File: src/rtl/serial_adder_pkg.sv
// Shared definitions for the bit-serial arithmetic units.
// The state codes are kept stable because other serial units reuse them.
package serial_adder_pkg;
    localparam logic [1:0] S_IDLE = 2'd0;
    localparam logic [1:0] S_RUN  = 2'd1;
    localparam logic [1:0] S_DONE = 2'd2;
endpackage

File: src/rtl/serial_adder_full_add.sv
// Single-bit full adder cell.
// It is purely combinational and has the same port layout as the full subtractor cell.
module full_add (
    input  logic a,
    input  logic b,
    input  logic cin,
    output logic s,
    output logic cout
);
    assign s    = a ^ b ^ cin;
    assign cout = (a & b) | (cin & (a ^ b));
endmodule

File: src/rtl/serial_adder.sv
// Bit-serial WIDTH-bit adder. It handles one bit per clock, starting with the LSB, through one full-adder cell.
// The result is presented together with a one-cycle done pulse.
module serial_adder
    import serial_adder_pkg::*;
#(
    parameter int WIDTH = 8
) (
    input  logic             clk,
    input  logic             rst,
    input  logic             start,
    input  logic [WIDTH-1:0] a,
    input  logic [WIDTH-1:0] b,
    input  logic             cin,
    output logic             busy,
    output logic             done,
    output logic [WIDTH-1:0] sum,
    output logic             cout
);
    localparam int CNT_W = $clog2(WIDTH + 1);

    logic [1:0]       state;
    logic [WIDTH-1:0] a_sh, b_sh, s_sh, s_nxt;
    logic             carry, fa_s, fa_co, last;
    logic [CNT_W-1:0] cnt;

    full_add u_fa (
        .a    (a_sh[0]),
        .b    (b_sh[0]),
        .cin  (carry),
        .s    (fa_s),
        .cout (fa_co)
    );

    // The sum bits enter at the MSB, so after WIDTH shifts bit 0 is in place.
    assign s_nxt = {fa_s, s_sh[WIDTH-1:1]};
    assign last  = (cnt == CNT_W'(WIDTH - 1));
    assign busy  = (state == S_RUN);
    assign done  = (state == S_DONE);

    always_ff @(posedge clk) begin
        if (rst) begin
            state <= S_IDLE;
            a_sh  <= '0;
            b_sh  <= '0;
            s_sh  <= '0;
            carry <= 1'b0;
            cnt   <= '0;
            sum   <= '0;
            cout  <= 1'b0;
        end else begin
            case (state)
                S_IDLE, S_DONE: begin
                    if (start) begin
                        a_sh  <= a;
                        b_sh  <= b;
                        s_sh  <= '0;
                        carry <= cin;
                        cnt   <= '0;
                        state <= S_RUN;
                    end else begin
                        state <= S_IDLE;
                    end
                end
                S_RUN: begin
                    a_sh  <= a_sh >> 1;
                    b_sh  <= b_sh >> 1;
                    s_sh  <= s_nxt;
                    carry <= fa_co;
                    cnt   <= cnt + CNT_W'(1);
                    // The result registers are written only on the final bit, so they never hold a partial sum.
                    if (last) begin
                        sum   <= s_nxt;
                        cout  <= fa_co;
                        state <= S_DONE;
                    end
                end
                default: state <= S_IDLE;
            endcase
        end
    end
endmodule

File: config.mk
export PLATFORM = sky130hd
export DESIGN_NAME = serial_adder
export DESIGN_NICKNAME = d
export VERILOG_FILES = /design/src/rtl/serial_adder_pkg.sv /design/src/rtl/serial_adder_full_add.sv /design/src/rtl/serial_adder.sv
export SDC_FILE = /design/constraint.sdc
export NUM_CORES = 1
export LEC_CHECK = 0
export BUFFER_PORTS_ARGS = -buffer_cell sky130_fd_sc_hd__buf_2
export CAP_MARGIN = 20
export CELL_PAD_IN_SITES_DETAIL_PLACEMENT = 1
export CELL_PAD_IN_SITES_GLOBAL_PLACEMENT = 1
export CORE_MARGIN = 4
export CORE_UTILIZATION = 39
export DETAILED_ROUTE_END_ITERATION = 10
export PLACE_DENSITY_LB_ADDON = 0.1
export SYNTH_ARGS = -nofsm -noshare
export SYNTH_HDL_FRONTEND = slang
export SYNTH_SLANG_ARGS = --single-unit
File: constraint.sdc
create_clock -name clk -period 2.95 [get_ports clk]
set_input_delay 0.4425 -clock clk [delete_from_list [all_inputs] [get_ports clk]]
set_output_delay 0.4425 -clock clk [all_outputs]
set_load 0.01 [all_outputs]
Word level (Yosys, flattened, before mapping)
Index checks and enable logic that the tools add are counted.

operators by class
  mux-type cells = 13
  eq/ne operators = 5
  bitwise operators = 5
  $add $sub $neg = 1
  reduce and logical (&&, ||, !) cells = 5

operators by type and width
  cell                                                                     number
  8-bit one-hot mux with 2 select lines                                    3
  8-bit two-way mux                                                        3
  4-bit one-hot mux with 2 select lines                                    1
  4-bit by 1-bit adder with 4-bit output, second input constant            1
  4-bit by 3-bit equality test with 1-bit output, second input constant    1
  4-bit two-way mux                                                        1
  2-bit one-hot mux with 2 select lines                                    1
  2-bit AND reduction                                                      2
  1-bit bitwise AND                                                        2
  2-bit by 1-bit equality test with 1-bit output, second input constant    1
  2-bit equality test, second input constant                               1
  2-bit zero test                                                          1
  1-bit two-way mux                                                        2
  2-bit two-way mux                                                        1
  2-bit by 1-bit inequality test with 1-bit output, second input constant  1
  2-bit inequality test, second input constant                             1
  1-bit one-hot mux with 2 select lines                                    1
  2-bit nonzero test                                                       1
  2-bit OR reduction                                                       1
  1-bit bitwise XOR                                                        2
  1-bit OR                                                                 1

storage, ports and cells
  register bits = 40
  logic and storage cells = 37
  output and inout port bits = 11
  bits of input ports = 20

Logic depth before layout (Yosys ltp)
  word-level depth = 4
  depth in mapped cells = 5
  gate-level depth less buffers = 4

Modules after synthesis
Synthesis repeated with hierarchy kept, for this count alone.

unflattened totals
  cells, all modules = 178
  area total of the unflattened synthesis = 1675.4 um2

modules (own cells, without submodules)
  module        sequential area each (um2)  times used  cells each  area each (um2)
  serial_adder  780.7                       1           177         1655.3
  full_add      0.0                         1           1           20.0

Least setup slack after synthesis
OpenSTA, ideal clock, no wires.

  path kind = register to register
  from = register cnt[0]
  to = register cout
  path slack = 1.749 ns
  arrival = 1.129 ns
  stages on the path, launching flop included = 5
  library setup time = 0.072 ns
  path buffers = 0
  cell sequence = dfxtp_1 -> ha_1 -> nand3b_1 -> nor2_8 -> mux2i_1

between the ends
  cells in the longest elaborated chain, start to end = 2

ends and longest elaborated chain
  item                                            RTL line            text
  start: declaration                              serial_adder.sv:24  logic [CNT_W-1:0] cnt;
  start signal: assignment                        serial_adder.sv:69  cnt <= cnt + CNT_W'(1);
  4-bit by 3-bit equality test with 1-bit output  serial_adder.sv:36  assign last = (cnt == CNT_W'(WIDTH - 1));
  2-bit AND reduction (no line)                   -
  end signal: assignment                          serial_adder.sv:73  cout <= fa_co;
  end: declaration                                serial_adder.sv:17  output logic cout

No other way between the ends.
A chain may end at the register's enable or synchronous reset.

Worst setup path after layout
  from = register state[1]
  to = output port busy

between the ends
  cells in the longest elaborated chain, start to end = 1

ends and longest elaborated chain
  item                                            RTL line            text
  start: declaration                              serial_adder.sv:21  logic [1:0] state;
  start signal: assignment                        serial_adder.sv:42  state <= S_IDLE;
  start signal: assignment                        serial_adder.sv:59  state <= S_RUN;
  start signal: assignment                        serial_adder.sv:61  state <= S_IDLE;
  2-bit by 1-bit equality test with 1-bit output  serial_adder.sv:37  assign busy = (state == S_RUN);
  end: declaration                                serial_adder.sv:14  output logic busy,

No other way between the ends.

==> run summary <==
The flow ran to the end, and the final reports show no timing, DRC or antenna violations. STA classifies the critical path startpoint as a flop. The path with the worst hold slack has its endpoint at b_sh[7]. Synthesis produced 178 cells. Summed over its instances, the top area cell type makes up 46.8% of the synthesized netlist area. The arrival time at the worst endpoint is 1.76 ns. In this run the critical register-to-register path is launched from state[1]. The number of global-route vias before repair is 1,387.

Setup violations remaining at the end of the flow were counted as 0. The cell type with the highest aggregate area in the netlist was sky130_fd_sc_hd__dfxtp_1. The area of combinational cells with multiple inputs came out at 782 um^2. The tools report the post-layout utilization of the core as 47.1%. By area the synthesized netlist is led by sky130_fd_sc_hd__dfxtp_1 47%, sky130_fd_sc_hd__a21oi_1 8.4%, sky130_fd_sc_hd__nand3_1 7.8%. The first-pass GRT wire length was 6160 um. STA classifies the critical path endpoint as a primary output. The starting utilization of the core area is 41.1%. The per-cell via count in the routed design is 5.27.

Once detail routing completed, the nets flagged for antenna violations numbered 0. The floorplan step defined a die boundary enclosing 5380 um^2. The part of the cycle the worst path needs was 74.6%. The total wire length after detailed routing is 3540 um, and the flop-to-flop setup slack is 1.08 ns. Synthesized netlist net count: 200. Clock-pin slew was measured on the worst setup and hold paths at 0.07 ns.

The most frequently used cell type in the post-synthesis netlist was sky130_fd_sc_hd__dfxtp_1. Summing all placed instances gives a cell area of 1800 um^2. The tools report the timing-limited maximum frequency as 454 MHz. Dividing the synthesized area by the synthesized cell count gives 9.36 um^2.

In this run, synthesis inferred 0 flip-flops with an integrated enable. TritonCTS built the clock tree. For this design, the sink count on the clock tree is 39. The total placed cells including tap cells is 245. The post-layout minimum cycle time was 2.20 ns; the count of TritonRoute iterations in the first routing pass was 4. For the worst setup path, the data required time is 2.51 ns. The power density over cell area came out at 586 nW/um^2.

The tightest min-delay check is of the input pin to flop type. The layout cell share with drive strength beyond 1 is 22.2%, and the count of cell types in the netlist is 26. The largest vdd supply drop is 0.243 mV. No sink is reached through more buffers than the 2 on the longest clock path. After layout, the design draws a total of 1120 uW. The remaining max-slew budget at the tightest pin was 34.0%; the count of fill cells added during filler insertion was 474. The number of stages on the worst hold path came out at 3.

The area of the placeable core is 4060 um^2, and the post-detailed-placement half-perimeter wirelength is 2350 um. The routed layout has 1,334 vias. For the leakage power total, the log shows 0.000733 uW. In this run the count of I/O pins placed on the die edge is 31. The weighted congestion reported at the end of routability-driven placement is 0.721, and the count of unresolved DRC violations after routing is 0.

The routed length per instance is 14.0 um, and the final-report hold violation count is 0. The run gives 253 as the count of placed standard cells in the final layout, fillers left out. After clock tree synthesis, the flow added hold-fix buffers numbering 0. The destination of the worst register-to-register timing path is cnt[3]. Setup repair after global routing left no endpoint under its margin. The count of buffers added on input and output ports is 30. The first routing iteration left 64 violations. The H-tree was split into 2 levels. The run gives 46.8% as the sequential area share after synthesis.

Largest fanout of any net on the critical path: 30. The post-CTS resize count was 0. For the number of warning messages in the yosys log, the log shows 0. The floorplan step set the die height to 73.4 um. After clock tree synthesis, the setup repair step added 0 buffers. Finished layout cell area: 1910 um^2. The critical path in this run is classified as flop to primary output. Synthesis inferred 39 register bits. The top flip-flop cell by instance count after synthesis is sky130_fd_sc_hd__dfxtp_1. The mapped netlist covers 1670 um^2. The number of nets in the layout came out at 224. Number of slew-limit violations in the final report: 0.

Across every metal layer, demand over resource in global routing totals 14.5%. The setup TNS was 0 ns; the number of buffers created by CTS was 5. At the later pin of the worst-skew pair, clock insertion delay measures 0.29 ns. Leftover overflow at the end of global routing: 0.

The startpoint identified for the worst hold timing path is b[7]. The floorplan has 23 rows. The worst clock skew is 0.00790 ns. The logic depth of the worst register-to-register path is 5, and the antenna diode count is 0. The number of antenna violations at the first check in global routing was 0; the floorplan die width was 73.4 um. The tree is rooted in a sky130_fd_sc_hd__clkbuf_8. Max-cap violations in this run came to 0. In the final layout, flip-flops and latches occupy 781 um^2. The proportion of synthesized flip-flops having asynchronous set or reset was 0%; the pin count of the biggest net entering global routing was 50. Sorting the synthesized cells by how often they occur yields 39 x sky130_fd_sc_hd__dfxtp_1, 28 x sky130_fd_sc_hd__a21oi_1, 26 x sky130_fd_sc_hd__nand3_1. At the pin with the least slew margin, the transition time is 0.989 ns. The growth of design area from synthesis to finish came out at 14.8%.
-- cells in the final DEF, fill, tap and decap left out, drive strengths merged, types with 2 or more instances in the layout --
cell type   n
nand2      10
mux2        2
clkbuf      6
nand3      26
clkinv      2
dfxtp      39
mux2i       9
nor2        3
nor2b       2
buf        32
a22oi      15
a21oi      28
nand2b     21
-- critical path: stages (launching register included) --
cell,delay [ns]
sky130_fd_sc_hd__dfxtp_1,0.32
sky130_fd_sc_hd__nand2b_2,0.11
sky130_fd_sc_hd__buf_4,0.34
sky130_fd_sc_hd__clkinv_2,0.42
sky130_fd_sc_hd__buf_2,0.28
-- flip-flops by register name (all words and copies together) (netlist names) --
register  flops
s_sh          7
cnt           4
cout          1
b_sh          8
carry         1
sum           8
state         2
a_sh          8
-- per-stage QoR --
| step | worst slack (ns) | hold WS [ns] |
|---|---|---|
| after global routing | 0.606 | 0.386 |
| final | 0.749 | 0.398 |
| after CTS | 0.730 | 0.389 |
| after detailed placement | 1.06 | 0.464 |
| after floorplan | 1.75 | 0.446 |
| after global placement | 1.10 | 0.455 |
-- per-layer routing --
layer | part of all wire, % | track usage (%)
met5 | 0 | 0
met4 | 1.1 | 4.43
met3 | 5.3 | 5.06
met2 | 49 | 24.1
met1 | 45 | 17.6
-- how the worst max path moves through the flow --
stage	from	end	slack (ns)
2_1_floorplan	cnt[0]	cout	1.75
3_3_place_gp	state[1]	busy	1.10
3_5_place_dp	state[1]	busy	1.06
4_1_cts	state[1]	busy	0.73
5_1_grt	state[1]	busy	0.61
6_report	state[1]	busy	0.75
-- power by group --
part	leakage (uW)	internal, uW	switching [uW]	total (uW)
Combinational	0.000354	40.2	66.2	106
Sequential	0.000317	546	12.2	558
Clock	0.0000612	274	183	457
-- layout make-up --
cell class / count / area share [%]
Clock buffer: 6 / 4.32
Clock inverter: 2 / 1.83
Inverter: 1 / 0.262
Sequential cell: 39 / 40.8
Multi-Input combinational cell: 123 / 40.9
Tap cell: 50 / 3.27
Timing Repair Buffer: 32 / 8.63
-- cells by family (layout without fill, tap and decap cells) --
kind of cell	after synthesis	in the layout	synth area share, %
AOI/OAI and AO/OA	44	44	15.9
and+or+nand+nor	66	66	22.1
adders and majority gates	2	2	1.95
buffers and inverters	16	41	6.23
muxes	11	11	6.98
DFF	39	39	46.8
(Power assumes the default switching activity.)
